==> src/rtl/hdlc_peer_tx.sv <==
// Bit-serial HDLC frame transmitter: flags, zero-stuffed payload, CRC-16 FCS,
// abort on request or underrun. All bit activity is paced by i_bit_en.
module hdlc_peer_tx #(
    parameter int PRE_FLAGS = 1,
    parameter bit IDLE_FILL = 1'b1
) (
    input  logic       i_clk,
    input  logic       i_rst_n,
    input  logic       i_bit_en,
    input  logic [7:0] i_data,
    input  logic       i_valid,
    output logic       o_ready,
    input  logic       i_last,
    input  logic       i_abort_req,
    output logic       o_tx,
    output logic       o_active,
    output logic       o_done,
    output logic       o_aborted
);

    typedef enum logic [2:0] {
        S_IDLE,
        S_OPEN_FLAG,
        S_DATA,
        S_FCS,
        S_CLOSE_FLAG,
        S_ABORT
    } state_t;

    localparam logic [7:0] FLAG      = 8'h7E;
    localparam logic [7:0] ABRT      = 8'h7F;
    localparam logic [1:0] LAST_FLAG = 2'(PRE_FLAGS - 1);

    state_t      r_state;
    logic [7:0]  r_hold;
    logic        r_hold_full;
    logic        r_hold_last;
    logic [7:0]  r_shift;
    logic        r_cur_last;
    logic [2:0]  r_bitcnt;
    logic [1:0]  r_flagcnt;
    logic [2:0]  r_ones;
    logic [15:0] r_crc;
    logic        r_fcs_hi;
    logic        r_fin;
    logic        r_tx;
    logic        r_active;
    logic        r_done;
    logic        r_aborted;

    logic        w_accept;
    logic        w_stuff;
    logic        w_byte_end;
    logic        w_data_bit;
    logic        w_fcs_bit;
    logic [15:0] w_crc_nxt;

    assign w_accept   = i_valid & ~r_hold_full;
    assign w_stuff    = (r_ones == 3'd5);
    assign w_byte_end = (r_bitcnt == 3'd7);
    assign w_data_bit = r_shift[0];
    assign w_fcs_bit  = r_crc[{r_fcs_hi, r_bitcnt}];
    assign w_crc_nxt  = {1'b0, r_crc[15:1]}
                      ^ ((r_crc[0] ^ w_data_bit) ? 16'hA001 : 16'h0000);

    always_ff @(posedge i_clk or negedge i_rst_n) begin
        if (!i_rst_n) begin
            r_state     <= S_IDLE;
            r_hold      <= '0;
            r_hold_full <= 1'b0;
            r_hold_last <= 1'b0;
            r_shift     <= '0;
            r_cur_last  <= 1'b0;
            r_bitcnt    <= '0;
            r_flagcnt   <= '0;
            r_ones      <= '0;
            r_crc       <= '0;
            r_fcs_hi    <= 1'b0;
            r_fin       <= 1'b0;
            r_tx        <= IDLE_FILL;
            r_active    <= 1'b0;
            r_done      <= 1'b0;
            r_aborted   <= 1'b0;
        end else begin
            r_done    <= 1'b0;
            r_aborted <= 1'b0;
            if (w_accept) begin
                r_hold      <= i_data;
                r_hold_last <= i_last;
                r_hold_full <= 1'b1;
            end
            // A pending stuffed zero preempts whatever the state would send
            if (i_bit_en) begin
                if (w_stuff) begin
                    r_tx   <= 1'b0;
                    r_ones <= '0;
                end else begin
                    unique case (r_state)
                        S_IDLE: begin
                            r_tx <= IDLE_FILL;
                            if (r_hold_full) begin
                                r_tx      <= FLAG[0];
                                r_active  <= 1'b1;
                                r_bitcnt  <= 3'd1;
                                r_flagcnt <= '0;
                                r_state   <= S_OPEN_FLAG;
                            end
                        end
                        S_OPEN_FLAG: begin
                            r_tx     <= FLAG[r_bitcnt];
                            r_active <= 1'b1;
                            r_ones   <= '0;
                            r_bitcnt <= r_bitcnt + 3'd1;
                            if (w_byte_end) begin
                                if (i_abort_req) begin
                                    r_state <= S_ABORT;
                                end else if (r_flagcnt == LAST_FLAG) begin
                                    r_state     <= S_DATA;
                                    r_shift     <= r_hold;
                                    r_cur_last  <= r_hold_last;
                                    r_hold_full <= 1'b0;
                                    r_crc       <= '0;
                                end else begin
                                    r_flagcnt <= r_flagcnt + 2'd1;
                                end
                            end
                        end
                        S_DATA: begin
                            r_tx     <= w_data_bit;
                            r_crc    <= w_crc_nxt;
                            r_ones   <= w_data_bit ? r_ones + 3'd1 : 3'd0;
                            r_shift  <= {1'b0, r_shift[7:1]};
                            r_bitcnt <= r_bitcnt + 3'd1;
                            if (w_byte_end) begin
                                if (i_abort_req || (!r_cur_last && !r_hold_full)) begin
                                    r_state <= S_ABORT;
                                end else if (r_cur_last) begin
                                    r_state  <= S_FCS;
                                    r_fcs_hi <= 1'b0;
                                end else begin
                                    r_shift     <= r_hold;
                                    r_cur_last  <= r_hold_last;
                                    r_hold_full <= 1'b0;
                                end
                            end
                        end
                        S_FCS: begin
                            r_tx     <= w_fcs_bit;
                            r_ones   <= w_fcs_bit ? r_ones + 3'd1 : 3'd0;
                            r_bitcnt <= r_bitcnt + 3'd1;
                            if (w_byte_end) begin
                                if (i_abort_req) begin
                                    r_state <= S_ABORT;
                                end else if (!r_fcs_hi) begin
                                    r_fcs_hi <= 1'b1;
                                end else begin
                                    r_state <= S_CLOSE_FLAG;
                                end
                            end
                        end
                        S_CLOSE_FLAG: begin
                            if (r_fin) begin
                                r_fin     <= 1'b0;
                                r_tx      <= IDLE_FILL;
                                r_active  <= 1'b0;
                                r_done    <= 1'b1;
                                r_bitcnt  <= '0;
                                r_flagcnt <= '0;
                                r_state   <= r_hold_full ? S_OPEN_FLAG : S_IDLE;
                            end else begin
                                r_tx     <= FLAG[r_bitcnt];
                                r_ones   <= '0;
                                r_bitcnt <= r_bitcnt + 3'd1;
                                r_fin    <= w_byte_end;
                            end
                        end
                        S_ABORT: begin
                            if (r_fin) begin
                                r_fin       <= 1'b0;
                                r_tx        <= IDLE_FILL;
                                r_active    <= 1'b0;
                                r_aborted   <= 1'b1;
                                r_hold_full <= 1'b0;
                                r_bitcnt    <= '0;
                                r_state     <= S_IDLE;
                            end else begin
                                r_tx     <= ABRT[r_bitcnt];
                                r_ones   <= '0;
                                r_bitcnt <= r_bitcnt + 3'd1;
                                r_fin    <= w_byte_end;
                            end
                        end
                        default: r_state <= S_IDLE;
                    endcase
                end
            end
        end
    end

    assign o_ready   = ~r_hold_full;
    assign o_tx      = r_tx;
    assign o_active  = r_active;
    assign o_done    = r_done;
    assign o_aborted = r_aborted;

endmodule

==> config.mk <==
export PLATFORM = sky130hd
export DESIGN_NAME = hdlc_peer_tx
export DESIGN_NICKNAME = d
export VERILOG_FILES = /design/src/rtl/hdlc_peer_tx.sv
export SDC_FILE = /design/constraint.sdc
export NUM_CORES = 1
export LEC_CHECK = 0
export ABC_AREA = 1
export BUFFER_PORTS_ARGS = -buffer_cell sky130_fd_sc_hd__buf_4
export CAP_MARGIN = 25
export CORE_UTILIZATION = 55
export CTS_BUF_LIST = sky130_fd_sc_hd__clkbuf_8
export DETAILED_ROUTE_END_ITERATION = 12
export PLACE_DENSITY = 0.73
export SLEW_MARGIN = 20
export SYNTH_ARGS = -nofsm -noshare
export SYNTH_HDL_FRONTEND = slang
export SYNTH_SLANG_ARGS = --single-unit
==> constraint.sdc <==
create_clock -name i_clk -period 3.62 [get_ports i_clk]
set_input_delay 0.181 -clock i_clk [delete_from_list [all_inputs] [get_ports i_clk]]
set_output_delay 0.181 -clock i_clk [all_outputs]
set_load 0.03 [all_outputs]
== Word-level counts from Yosys, hierarchy flattened ==
Memory sizes are Yosys's and may differ from the RTL's.
Cells that the tools add are included.

* Mux-type cells: 83
* Eq/ne operators: 24
* $lt $le $gt $ge: 2
* Reduce and logical (&&, ||, !) cells: 25
* Bitwise logic cells: 5
* Add/subtract/negate cells: 3

{| class="wikitable"
|+ Operators with widths
! kind !! number
|-
| 16-bit two-way mux || 4
|-
| 3-bit two-way mux || 17
|-
| 8-bit two-way mux || 6
|-
| 1-bit two-way mux || 39
|-
| 16-bit one-hot mux with 2 select lines || 1
|-
| 2-bit != test (second input constant) || 12
|-
| 8-bit AND reduction || 3
|-
| 3-bit one-hot mux with 6 select lines || 1
|-
| 8-bit one-hot mux with 2 select lines || 1
|-
| 15-bit by 16-bit bitwise XOR with 16-bit output || 1
|-
| 3-bit equality test (second input constant) || 4
|-
| 3-bit one-hot mux with 4 select lines || 1
|-
| 11-bit AND reduction || 1
|-
| 2-bit two-way mux || 5
|-
| 3-bit != test (second input constant) || 3
|-
| 3-bit one-hot mux with 3 select lines || 1
|-
| 3-bit nonzero test || 3
|-
| 7-bit nonzero test || 1
|-
| 3-bit by 1-bit adder with 3-bit output (second input constant) || 2
|-
| 3-bit by 2-bit equality test with 1-bit output (second input constant) || 2
|-
| 1-bit one-hot mux with 3 select lines || 2
|-
| 1-bit one-hot mux with 6 select lines || 1
|-
| 2-bit one-hot mux with 3 select lines || 1
|-
| 3-bit AND reduction || 2
|-
| other kinds (24) || 28
|}

* Memory bits (read-only): 16
* Logic and storage cells: 160
* Memories kept: 2
* Output and inout port bits: 5
* Bits in registers: 52

{| class="wikitable"
|+ Memories
! memory !! words !! bits a word !! read ports !! clocked after Yosys merged registers in !! wr ports !! RTL line !! text
|-
| (no name shown) || 8 || 1 || 1 || 0 || 0 || 187 || <nowiki>r_tx <= ABRT[r_bitcnt];</nowiki>
|-
| (no name shown) || 8 || 1 || 1 || 0 || 0 || 171 || <nowiki>r_tx <= FLAG[r_bitcnt];</nowiki>
|}

== Depth between registers and ports, before layout ==
Gate-level depths: netlist of run 1.

* Word-level depth: 9
* Depth in mapped cells: 11
* Mapped depth without buffers: 11

== Worst setup path before layout of run 1 ==
No wires, ideal clock.

* Path kind: register to register
* From: register r_bitcnt[1]
* To: register r_state[1]
* Buffers on the path: 0
* Required time: 3.503 ns
* Arrival: 1.473 ns
* Setup slack: 2.030 ns
* Stages on the path, launching flop included: 10
* Path through: dfrtp_1 ha_1 ha_1 inv_1 nand2_1 nand2_1 nor3_2 nand2_1 nand2_1 nand2_1

* Longest elaborated chain between the ends: 3
* Elaborated cells on any way between the ends: 5

{| class="wikitable"
|+ Ends and longest elaborated chain
! item !! RTL line !! text
|-
| from (decl) || 40 || <nowiki>logic [2:0] r_bitcnt;</nowiki>
|-
| from (signal assigned) || 113 || <nowiki>r_bitcnt <= r_bitcnt + 3'd1;</nowiki>
|-
| from (signal assigned) || 133 || <nowiki>r_bitcnt <= r_bitcnt + 3'd1;</nowiki>
|-
| from (signal assigned) || 150 || <nowiki>r_bitcnt <= r_bitcnt + 3'd1;</nowiki>
|-
| 3-bit equality test * || 60 || <nowiki>assign w_byte_end = (r_bitcnt == 3'd7);</nowiki>
|-
| 2-bit != test (no source line) || -- ||
|-
| 11-bit AND reduction (no source line) * || -- ||
|-
| to (signal assigned) || 169 || <nowiki>r_state <= r_hold_full ? S_OPEN_FLAG : S_IDLE;</nowiki>
|-
| to (decl) || 34 || <nowiki>state_t r_state;</nowiki>
|}

Every way passes the cells marked *; elsewhere a longest branch is shown, timed or not.
A chain may end at the register's enable or synchronous reset.

== Worst setup path in the final report of run 1 ==
* From: register r_bitcnt[0]
* To: register r_shift[0]

* Longest elaborated chain between the ends: 3
* Elaborated cells on any way between the ends: 5

{| class="wikitable"
|+ Ends and longest elaborated chain
! item !! RTL line !! text
|-
| 3-bit equality test * || 60 ||
|-
| 2-bit != test (no source line) / 8-bit two-way mux (equally long branches) || -- ||
|-
| 6-bit AND reduction (no source line) / 8-bit one-hot mux with 2 select lines (equally long branches) || -- ||
|-
| to (signal assigned) || 119 || <nowiki>r_shift <= r_hold;</nowiki>
|-
| to (signal assigned) || 132 || <nowiki>r_shift <= {1'b0, r_shift[7:1]};</nowiki>
|-
| to (signal assigned) || 141 || <nowiki>r_shift <= r_hold;</nowiki>
|-
| to (decl) || 38 || <nowiki>logic [7:0] r_shift;</nowiki>
|}

Marked as above.

==> results of run 1 <==
==> report_power, final <==
group,leakage [nW],switching (W),internal (W)
Combinational,0.803,0.000705,0.000407
Clock,0.0455,0.000201,0.000135
Sequential,0.667,0.000185,0.000780
==> worst max-delay path, cell delays in order, from the launching register on <==
cell     delay [ps]
dfrtp_1         640
ha_1            230
ha_1            250
nand4_1         340
nand2_2         270
nand2_1          90
a31oi_1         180
==> flip-flops by register name, summed over array words and instances, names as in the netlist <==
name and count:
r_crc 16, r_hold 8, r_shift 8, r_bitcnt 3
r_ones 3, r_state 3, r_flagcnt 2, o_aborted 1
o_active 1, o_done 1, o_tx 1, r_cur_last 1
r_fcs_hi 1, r_fin 1, r_hold_full 1, r_hold_last 1
==> layout by cell type (no fill, tap or decap), types with 2 or more instances in the layout <==
master     n
nor2_2     2
xnor2_1    2
nand2_1   79
a21oi_1    9
nand4_1    5
o211ai_1   3
dfrtp_1   51
a31oi_2    3
o31ai_1    3
buf_4     19
nand3_1   40
a31oi_1    6
inv_2      2
clkbuf_8   5
nor3_1     6
nand2_2    5
mux2_2     9
nor2_1    22
o21ai_1    5
inv_1     39
ha_1       7
nand2_4    2
nor3_2     2
o21ai_0   28
==> repair_timing <==
item / CTS / global route
hold buffers: 1 / 0
hold endpoints to repair: 51 / 0
resized for setup: 0 / 0
setup buffers: 0 / 0
==> cells by family (layout without fill, tap and decap cells) <==
kind of cell	after synthesis	after routing	share of synthesized area
muxes	9	9	0.03488
AOI/OAI and AO/OA	60	60	0.1258
and+or+nand+nor	167	167	0.2696
buffers and inverters	51	70	0.08527
adders and majority gates	7	7	0.03015
DFF	52	52	0.4483
xor gates and xnor gates	2	2	0.006030
==> per-layer routing <==
| layer | vias to the layer above | routed length (um) |
|---|---|---|
| li1 | 1195 | - |
| met1 | 1122 | 2635 |
| met2 | 57 | 2674 |
| met3 | 7 | 289 |
| met4 | 0 | 77 |
| met5 | - | 0 |
==> through the flow <==
step	power [W]	std cells	area, um^2	worst slack [ps]
after floorplan	0.001877	348	2905	2030
after global placement	0.002059	428	3049	1610
after detailed placement	0.002085	428	3049	1553
after CTS	0.002422	437	3148	1524
after global routing	0.002623	437	3148	1309
final	0.002414	437	3148	1537
==> how the worst max path moves through the flow <==
stage	endpoint	slack, ps
6_report	r_shift[0]	1540
5_1_grt	r_shift[0]	1310
4_1_cts	r_shift[0]	1520
3_5_place_dp	r_shift[0]	1550
3_3_place_gp	r_shift[6]	1610
2_1_floorplan	r_state[1]	2030
==> area by class of cell <==
cell class | count | area [um^2] | area share
Multi-Input combinational cell | 245 | 1355 | 0.4304
Sequential cell | 52 | 1303 | 0.4138
Inverter | 42 | 161.4 | 0.05127
Timing Repair Buffer | 20 | 152.6 | 0.04849
Tap cell | 70 | 87.58 | 0.02782
Clock buffer | 5 | 68.82 | 0.02186
Clock inverter | 3 | 20.02 | 0.006359
==> flow_metrics.tcl, run 1 <==
set metrics [dict create \
    critical_path_class "reg -> reg" \
    htree_num_levels 2 \
    filler_cells 475 \
    power_leakage_nw 1.515 \
    number_of_global_route_vias_before_repair 2162 \
    finalClockSkew_ps 11.94 \
    timing.setup.tns_ps 0 \
    synth.most_common_cell "nand2_1" \
    final-hold-violation-count 0 \
    pin_count 19 \
    crit_path_start_kind "flip-flop" \
    asyncSetResetFlopFracSynth 1.000 \
    clock_tree_from_tritoncts "done" \
    grt.total_usage 0.2292 \
    clock_sinks 52 \
    worstHoldEndpoint "r_hold[1]" \
    power_per_cell_area_nw_per_um2 766.8 \
    via_per_inst 5.449 \
    grt_first_pass_wirelength_um 9694 \
    synth_enable_flop_cells 0 \
    critPathRequiredTime_ps 3850 \
    clockBufferDepth 2 \
    finalWirelength_um 5676 \
    area.growth.synth_to_final_pct 8.355 \
    detailedPlacementHpwl_um 4059 \
    synth_top_cells_by_area "dfrtp_1 44%, nand2_1 10%, nand3_1 6.9%, inv_1 4.9%, o21ai_0 4.8%" \
    grt_max_degree 53 \
    holdCritStartpoint "i_data[1]" \
    synth_top_cells_by_count "79 x nand2_1, 51 x dfrtp_1, 40 x nand3_1, 38 x inv_1, 28 x o21ai_0" \
    final_net_count 387 \
    worst_skew_pair.late_latency_ps 320 \
    floorplan.initialDensity 0.5688 \
    row_count 26 \
    detailedRoute.firstPassIterationCount 4 \
    timing_worst_slew_pin_value_ps 783.4 \
    wl_per_cell_um 12.99 \
    finish.utilization 0.6164 \
    core-area_um2 5107 \
    cp_data_arrival_time_ps 2320 \
    synthesis.yosys.warnings 0 \
    finalSetupViolCount 0 \
    clock_buffers_created_by_tritoncts 5 \
    timing.fmax_ghz 0.4800 \
    io_buffer_count 18 \
    share_of_the_synthesized_area_in_the_top_cell_type 0.4393 \
    synth-seq-area-share 0.4483 \
    timing.hold.worst.class "in -> reg" \
    synth_seq_cells 52 \
    global_route.usage.met3 0.04016 \
    globalRoute.busiestLayer "met2" \
    timing.reg2reg.worst_path_depth 6 \
    ratio_of_cells_with_drive_above_1_in_the_final_layout 0.1608 \
    min_delay_path_depth 2 \
    mappedNetlistArea_um2 2905 \
    final_min_period_over_clock_period 0.5756 \
    worstSetupEndpointType "flip-flop" \
    drc_errors 0 \
    final_layout_worst_hold_slack_ps 92.49 \
    period_needed_ps 2084 \
    worst-r2r-setup-slack_ps 1540 \
    dieHeight_um 74.68 \
    timing.critical_path.from "r_bitcnt[0]" \
    remaining_antenna_violation_count_after_routing 0 \
    path_clk_slew_ps 100 \
    netlist.top_cell.by_area "dfrtp_1" \
    initialDrtViolationCount 173 \
    dieArea_um2 5577 \
    ctsRootBufferMaster "clkbuf_8" \
    mappedNetlistNets 369 \
    grtUsageMet1 0.3189 \
    post_synth_num_cell_types 38 \
    peakVddDrop_mv 0.5186 \
    synthFlopType "dfrtp_1" \
    cap_violations 0 \
    insertedDiodeCount 0 \
    met2_usage 0.3684 \
    crit_path_max_fanout 15 \
    rsz0062_at_grt "false" \
    die_width_um 74.68 \
    synth_cells 348 \
    antenna_found_initial 0 \
    run_status "complete, no violations" \
    detailroute.via_count 2381 \
    routabilityCongestion 0.8995 \
    overflow 0 \
    synthesis.area_per_instance_um2 8.349 \
    finalMaxSlewViolations 0 \
    rr_endpoint "r_shift[0]" \
    r2r_start "r_bitcnt[0]" \
    slew-limit-headroom 0.4772 \
]
Note: power is estimated with default switching activity, not from simulation.
==> run 2, diff against run 1 <==
--- a/config.mk
+++ b/config.mk
@@ -5,13 +5,13 @@
 export SDC_FILE = /design/constraint.sdc
 export NUM_CORES = 1
 export LEC_CHECK = 0
-export ABC_AREA = 1
+export ABC_AREA = 0
 export BUFFER_PORTS_ARGS = -buffer_cell sky130_fd_sc_hd__buf_4
 export CAP_MARGIN = 25
 export CORE_UTILIZATION = 55
 export CTS_BUF_LIST = sky130_fd_sc_hd__clkbuf_8
 export DETAILED_ROUTE_END_ITERATION = 12
-export PLACE_DENSITY = 0.73
+export PLACE_DENSITY = 0.76
 export SLEW_MARGIN = 20
 export SYNTH_ARGS = -nofsm -noshare
 export SYNTH_HDL_FRONTEND = slang
==> constraint.sdc (replaced) <==
create_clock -name i_clk -period 1.7 [get_ports i_clk]
set_input_delay 0.085 -clock i_clk [delete_from_list [all_inputs] [get_ports i_clk]]
set_output_delay 0.085 -clock i_clk [all_outputs]
set_load 0.03 [all_outputs]
==> run 2 against run 1 <==
- largest power group unchanged
- clock skew decreased by 4.9 ps
- largest cell class unchanged
- global-route usage increased by 4.5 points
- maximum frequency increased by 9.4%
- the run now ends with negative setup slack left
- synthesized cell count decreased by 20%
- critical endpoint is now r_shift[2]
==> flow_metrics.tcl, run 2 <==
set metrics [dict create \
    run_status "finished, violations left" \
    violated_checks "negative setup slack" \
    cp_data_arrival_time_ps 2110 \
    wl_per_cell_um 19.30 \
    clockBufferDepth 2 \
    rr_endpoint "r_shift[2]" \
    crit_path_start_kind "flip-flop" \
    critical_path_class "reg -> reg" \
    drc_errors 0 \
    die_width_um 76.34 \
    worst_skew_pair.late_latency_ps 310 \
    insertedDiodeCount 0 \
    grt.total_usage 0.2738 \
    final_layout_worst_hold_slack_ps 7.236 \
    timing.setup.tns_ps -3705 \
    mappedNetlistArea_um2 3039 \
    timing.fmax_ghz 0.5249 \
    ctsRootBufferMaster "clkbuf_8" \
    ratio_of_cells_with_drive_above_1_in_the_final_layout 0.4371 \
    detailedRoute.firstPassIterationCount 4 \
    worst-r2r-setup-slack_ps -210 \
    final-hold-violation-count 0 \
    finalWirelength_um 8106 \
    grt_first_pass_wirelength_um 12360 \
    finalWorstSetupSlack_ps -205.3 \
    area.growth.synth_to_final_pct 32.44 \
    finalMaxSlewViolations 0 \
    detailedPlacementHpwl_um 4919 \
    io_buffer_count 18 \
    timing.reg2reg.worst_path_depth 6 \
    period_needed_ps 1905 \
    dieHeight_um 76.34 \
    asyncSetResetFlopFracSynth 1.000 \
    layout_commonest_cell "buf_4" \
    min_delay_path_depth 2 \
    finalSetupViolCount 31 \
    remaining_antenna_violation_count_after_routing 0 \
    synth_top_cells_by_count "51 x dfrtp_1, 27 x mux2_2, 19 x inv_1, 16 x nand2_1, 16 x nor2_1" \
    global_route.usage.met3 0.05150 \
    pre_cts_ws_ps -218.4 \
    path_clk_slew_ps 100 \
    layout_top_registers "r_crc: 16 flops, r_hold: 8 flops, r_shift: 8 flops" \
    final_min_period_over_clock_period 1.121 \
    pin_count 19 \
    final_net_count 370 \
    finish.utilization 0.7733 \
    routabilityCongestion 0.8677 \
    final-instance-count-excl-fill 420 \
    worstSetupEndpointType "flip-flop" \
    registers.top_by_ff_count "r_crc" \
    met2_usage 0.4658 \
    synth_enable_flop_cells 0 \
    dieArea_um2 5827 \
    globalRoute.busiestLayer "met2" \
    power_leakage_nw 1.857 \
    clock_tree_from_tritoncts "done" \
    timing.hold.worst.class "in -> reg" \
    peakVddDrop_mv 1.065 \
    synth-seq-area-share 0.4286 \
    overflow 0 \
    clock_sinks 52 \
    timing_worst_slew_pin_value_ps 660.0 \
    row_count 26 \
    via_per_inst 5.988 \
    slew-limit-headroom 0.5600 \
    share_of_the_synthesized_area_in_the_top_cell_type 0.4199 \
    synthFlopType "dfrtp_1" \
    synthesis.yosys.warnings 0 \
    holdCritStartpoint "i_data[1]" \
    rsz0062_at_grt "true" \
    synth_top_cells_by_area "dfrtp_1 42%, mux2_2 10%, mux2_4 4.9%, ha_1 2.9%, inv_1 2.3%" \
    layout_common_cells "63 x buf_4, 49 x dfrtp_1, 20 x mux2_4, 18 x mux2_2, 17 x inv_1" \
    core-area_um2 5205 \
    finalClockSkew_ps 7.016 \
    detailroute.via_count 2515 \
    worstHoldEndpoint "r_hold[1]" \
    synth_cells 280 \
    r2r_start "r_bitcnt[0]" \
    floorplan.initialDensity 0.5839 \
    largest_register_ff_count 16 \
    synth.most_common_cell "dfrtp_1" \
    number_of_global_route_vias_before_repair 2527 \
    grt_max_degree 53 \
    cap_violations 0 \
    place.detailed.instances 396 \
    clock_buffers_created_by_tritoncts 5 \
    crit_path_max_fanout 8 \
    synthesis.area_per_instance_um2 10.85 \
    post_synth_num_cell_types 52 \
    antenna_found_initial 0 \
    critPathRequiredTime_ps 1910 \
    synth_seq_cells 52 \
    mappedNetlistNets 301 \
    netlist.top_cell.by_area "dfrtp_1" \
    grtUsageMet1 0.3492 \
    htree_num_levels 2 \
    power_per_cell_area_nw_per_um2 1395 \
    initialDrtViolationCount 207 \
]
-- run 2: layer usage --
layer	vias to the layer above	wire length, um
li1	1151	-
met1	1255	3351
met2	84	4096
met3	25	378
met4	0	280
met5	-	0
-- run 2: stage by stage --
| stage | cell area [um^2] | total power (W) |
|---|---|---|
| after floorplan | 3084 | 0.003421 |
| after global placement | 3566 | 0.004137 |
| after detailed placement | 3566 | 0.004240 |
| after CTS | 3846 | 0.005376 |
| after global routing | 4025 | 0.005902 |
| final | 4025 | 0.005617 |
-- run 2: worst max-delay path by stage --
stage                            end  depth (start not counted)        start  slack [ps]
after floorplan            r_crc[15]                          7  r_bitcnt[1]        -190
after global placement    r_shift[4]                          7  r_bitcnt[0]        -160
after detailed placement  r_shift[3]                          7  r_bitcnt[0]        -220
after CTS                 r_shift[3]                          6  r_bitcnt[0]        -150
after global routing      r_shift[2]                          6  r_bitcnt[0]        -250
final                     r_shift[2]                          6  r_bitcnt[0]        -210
-- run 2: logic make-up (layout without fill, tap and decap cells) --
kind of cell,Yosys count,count (layout),share of synthesized area
AO/OA/AOI/OAI,62,62,0.1507
XOR/XNOR,3,3,0.008647
adder cells (fa/ha/maj),7,7,0.02882
buffers and inverters,37,107,0.05723
flip-flops,52,52,0.4286
multiplexers,48,48,0.1984
AND/OR/NAND/NOR,71,71,0.1276
-- run 2: layout make-up --
class	instances	area, um^2
Sequential cell	52	1305
Clock inverter	2	38.79
Timing Repair Buffer	80	691.9
Fill cell	314	1180
Tap cell	70	87.58
Inverter	19	75.07
Clock buffer	6	82.58
Multi-Input combinational cell	191	1744
-- run 2: power by group --
group	internal (W)	total (W)	leakage, nW	switching [W]
registers	0.00163	0.00196	0.651	0.000323
clock network	0.000482	0.000918	0.0614	0.000436
logic	0.00147	0.00274	1.14	0.00127
-- run 2: critical path, stage by stage (launching register included) --
cell	delay (ps)
dfrtp_1	430
ha_4	180
ha_4	170
nand4bb_1	140
and2_4	270
mux2_4	330
mux2_4	280
-- run 2: what timing repair did --
item | CTS | global route
pin swaps | 8 | 12
hold buffers | 4 | 3
setup buffers | 5 | 5
endpoints found under the setup margin | 29 | 40
gates resized for setup | 25 | 23
gates cloned | 0 | 2
endpoints found under the hold margin | 54 | 3
==> run 3, diff against run 2 <==
--- a/config.mk
+++ b/config.mk
@@ -11,7 +11,7 @@
 export CORE_UTILIZATION = 55
 export CTS_BUF_LIST = sky130_fd_sc_hd__clkbuf_8
 export DETAILED_ROUTE_END_ITERATION = 12
-export PLACE_DENSITY = 0.76
+export PLACE_DENSITY = 0.73
 export SLEW_MARGIN = 20
 export SYNTH_ARGS = -nofsm -noshare
 export SYNTH_HDL_FRONTEND = slang
==> constraint.sdc (replaced) <==
create_clock -name i_clk -period 1.85 [get_ports i_clk]
set_input_delay 0.0925 -clock i_clk [delete_from_list [all_inputs] [get_ports i_clk]]
set_output_delay 0.0925 -clock i_clk [all_outputs]
set_load 0.03 [all_outputs]
==> run 3 against run 2 <==
- wire length shrank 11%
- clock power shrank 15%
- highest routed layer unchanged
- sequential share of layout area grew 2.8 points
- total power shrank 16%
- first-iteration DRC count grew 48%
- maximum frequency grew 2.7%
- die area is the same
- largest power group unchanged
- the run still ends with negative setup slack left
- global-route usage shrank 2.4 points
- clock skew shrank 0.69 ps
- final area shrank 7.9%
- critical endpoint is now r_shift[6]
==> flow_metrics.tcl, run 3 (synthesized netlist as in run 2, its figures left out) <==
set metrics [dict create \
    dieArea_um2 5827 \
    io_buffer_count 18 \
    antenna_found_initial 0 \
    worstSetupEndpointType "flip-flop" \
    clock_sinks 52 \
    path_clk_slew_ps 100 \
    crit_path_max_fanout 8 \
    cap_violations 0 \
    detailedPlacementHpwl_um 4798 \
    routabilityCongestion 0.8545 \
    place.detailed.instances 380 \
    floorplan.initialDensity 0.5839 \
    final_net_count 348 \
    drc_errors 0 \
    row_count 26 \
    detailedRoute.firstPassIterationCount 6 \
    finalMaxSlewViolations 0 \
    timing.setup.tns_ps -5.594 \
    power_frac_seq 0.380 \
    final-hold-violation-count 0 \
    rsz0062_at_grt "true" \
    detailroute.via_count 2378 \
    finalWorstSetupSlack_ps -5.594 \
    clockBufferDepth 2 \
    total_switching_power_w 0.001669 \
    finalClockSkew_ps 6.330 \
    wl_per_cell_um 18.06 \
    number_of_global_route_vias_before_repair 2360 \
    clock_buffers_created_by_tritoncts 5 \
    registers.top_by_ff_count "r_crc" \
    ctsRootBufferMaster "clkbuf_8" \
    switching_share 0.3534 \
    violated_checks "negative setup slack" \
    dieHeight_um 76.34 \
    timing_worst_slew_pin_value_ps 659.9 \
    ratio_of_cells_with_drive_above_1_in_the_final_layout 0.3780 \
    p_int_w 0.003053 \
    period_needed_ps 1856 \
    timing.fmax_ghz 0.5389 \
    critical_path_class "reg -> reg" \
    critPathRequiredTime_ps 2040 \
    core-area_um2 5205 \
    via_per_inst 5.975 \
    design_power_total_w 0.004722 \
    clock_tree_from_tritoncts "done" \
    timing.hold.worst.class "in -> reg" \
    p_comb_frac 0.455 \
    crit_path_start_kind "flip-flop" \
    insertedDiodeCount 0 \
    largest_register_ff_count 16 \
    layout_common_cells "53 x buf_4, 48 x dfrtp_1, 20 x mux2_2, 19 x inv_1, 17 x mux2_4" \
    final_min_period_over_clock_period 1.003 \
    grt_max_degree 53 \
    pin_count 19 \
    power_per_cell_area_nw_per_um2 1273 \
    grt_first_pass_wirelength_um 11460 \
    worst_skew_pair.late_latency_ps 300 \
    finalWirelength_um 7186 \
    remaining_antenna_violation_count_after_routing 0 \
    filler_cells 388 \
    die_width_um 76.34 \
    clock_power_share 0.165 \
    initialDrtViolationCount 306 \
    area.growth.synth_to_final_pct 22.03 \
    finalSetupViolCount 1 \
    peakVddDrop_mv 0.7688 \
    layout_commonest_cell "buf_4" \
    run_status "finished, violations left" \
    power_leakage_nw 1.727 \
    finish.utilization 0.7125 \
    overflow 0 \
    grt.total_usage 0.2494 \
    slew-limit-headroom 0.5601 \
    layout_top_registers "r_crc: 16 flops, r_hold: 8 flops, r_shift: 8 flops" \
    htree_num_levels 2 \
    cp_data_arrival_time_ps 2050 \
    final-instance-count-excl-fill 398 \
]
==> run 3: final timing paths <==
kind / from / end / slack [ps] / cells after the start
setup / recovery: r_bitcnt[1] / r_shift[6] / -6 / 6
hold / removal: i_data[4] / r_hold[4] / 20 / 2
setup reg to reg: r_bitcnt[1] / r_shift[6] / -6 / 6
hold reg to reg: r_hold[4] / r_hold[4] / 520 / 1
max in group asynchronous: i_rst_n / r_bitcnt[1] / 1010 / 2
min in group asynchronous: i_rst_n / o_done / 350 / 2
==> run 3: worst max-delay path, cell delays in order, from the launching register on <==
cell	delay [ps]
dfrtp_2	440
ha_4	170
ha_4	170
nand4bb_1	110
and2_4	260
mux2_4	330
mux2_4	280
==> run 3: metal layers <==
| layer | share of wire | wire length [um] | global-route usage |
|---|---|---|---|
| met1 | 0.43 | 3116 | 0.3352 |
| met2 | 0.50 | 3597 | 0.4090 |
| met3 | 0.051 | 369 | 0.03593 |
| met4 | 0.014 | 102 | 0.09615 |
| met5 | 0 | 0 | 0 |
==> run 3: layout make-up <==
type                       count  area [um^2]  area share
inverter                      19        71.32     0.01923
multi-input combinational    191         1643      0.4430
timing repair buffer          58        489.2      0.1319
sequential                    52         1306      0.3522
clock inverter                 3        42.54     0.01147
tap                           70        87.58     0.02362
clock buffer                   5        68.82     0.01856
==> run 3: timing repair <==
action	4_1_cts	5_1_grt
hold buffers	1	0
endpoints found under the setup margin	10	25
buffers inserted	2	6
cloned	0	2
resized for setup	2	16
pin swaps	0	2
hold endpoints to repair	51	0
==> run 3: power groups by stage <==
stage	registers, W	clock network [W]	logic, W
floorplan	0.00176	0	0.00137
global placement	0.00178	0	0.00190
detailed placement	0.00179	0	0.00196
CTS	0.00177	0.000796	0.00198
global route	0.00185	0.000826	0.00234
finish	0.00180	0.000778	0.00215
==> run 3: through the flow <==
step | hold slack [ps] | setup WS [ps] | instance area, um^2
after floorplan | -203.1 | -40.05 | 3074
final | 19.22 | -5.594 | 3709
after global routing | 17.07 | -62.67 | 3709
after CTS | 12.69 | 0.3013 | 3560
after global placement | 170.2 | -9.192 | 3438
after detailed placement | 173.7 | -66.47 | 3438
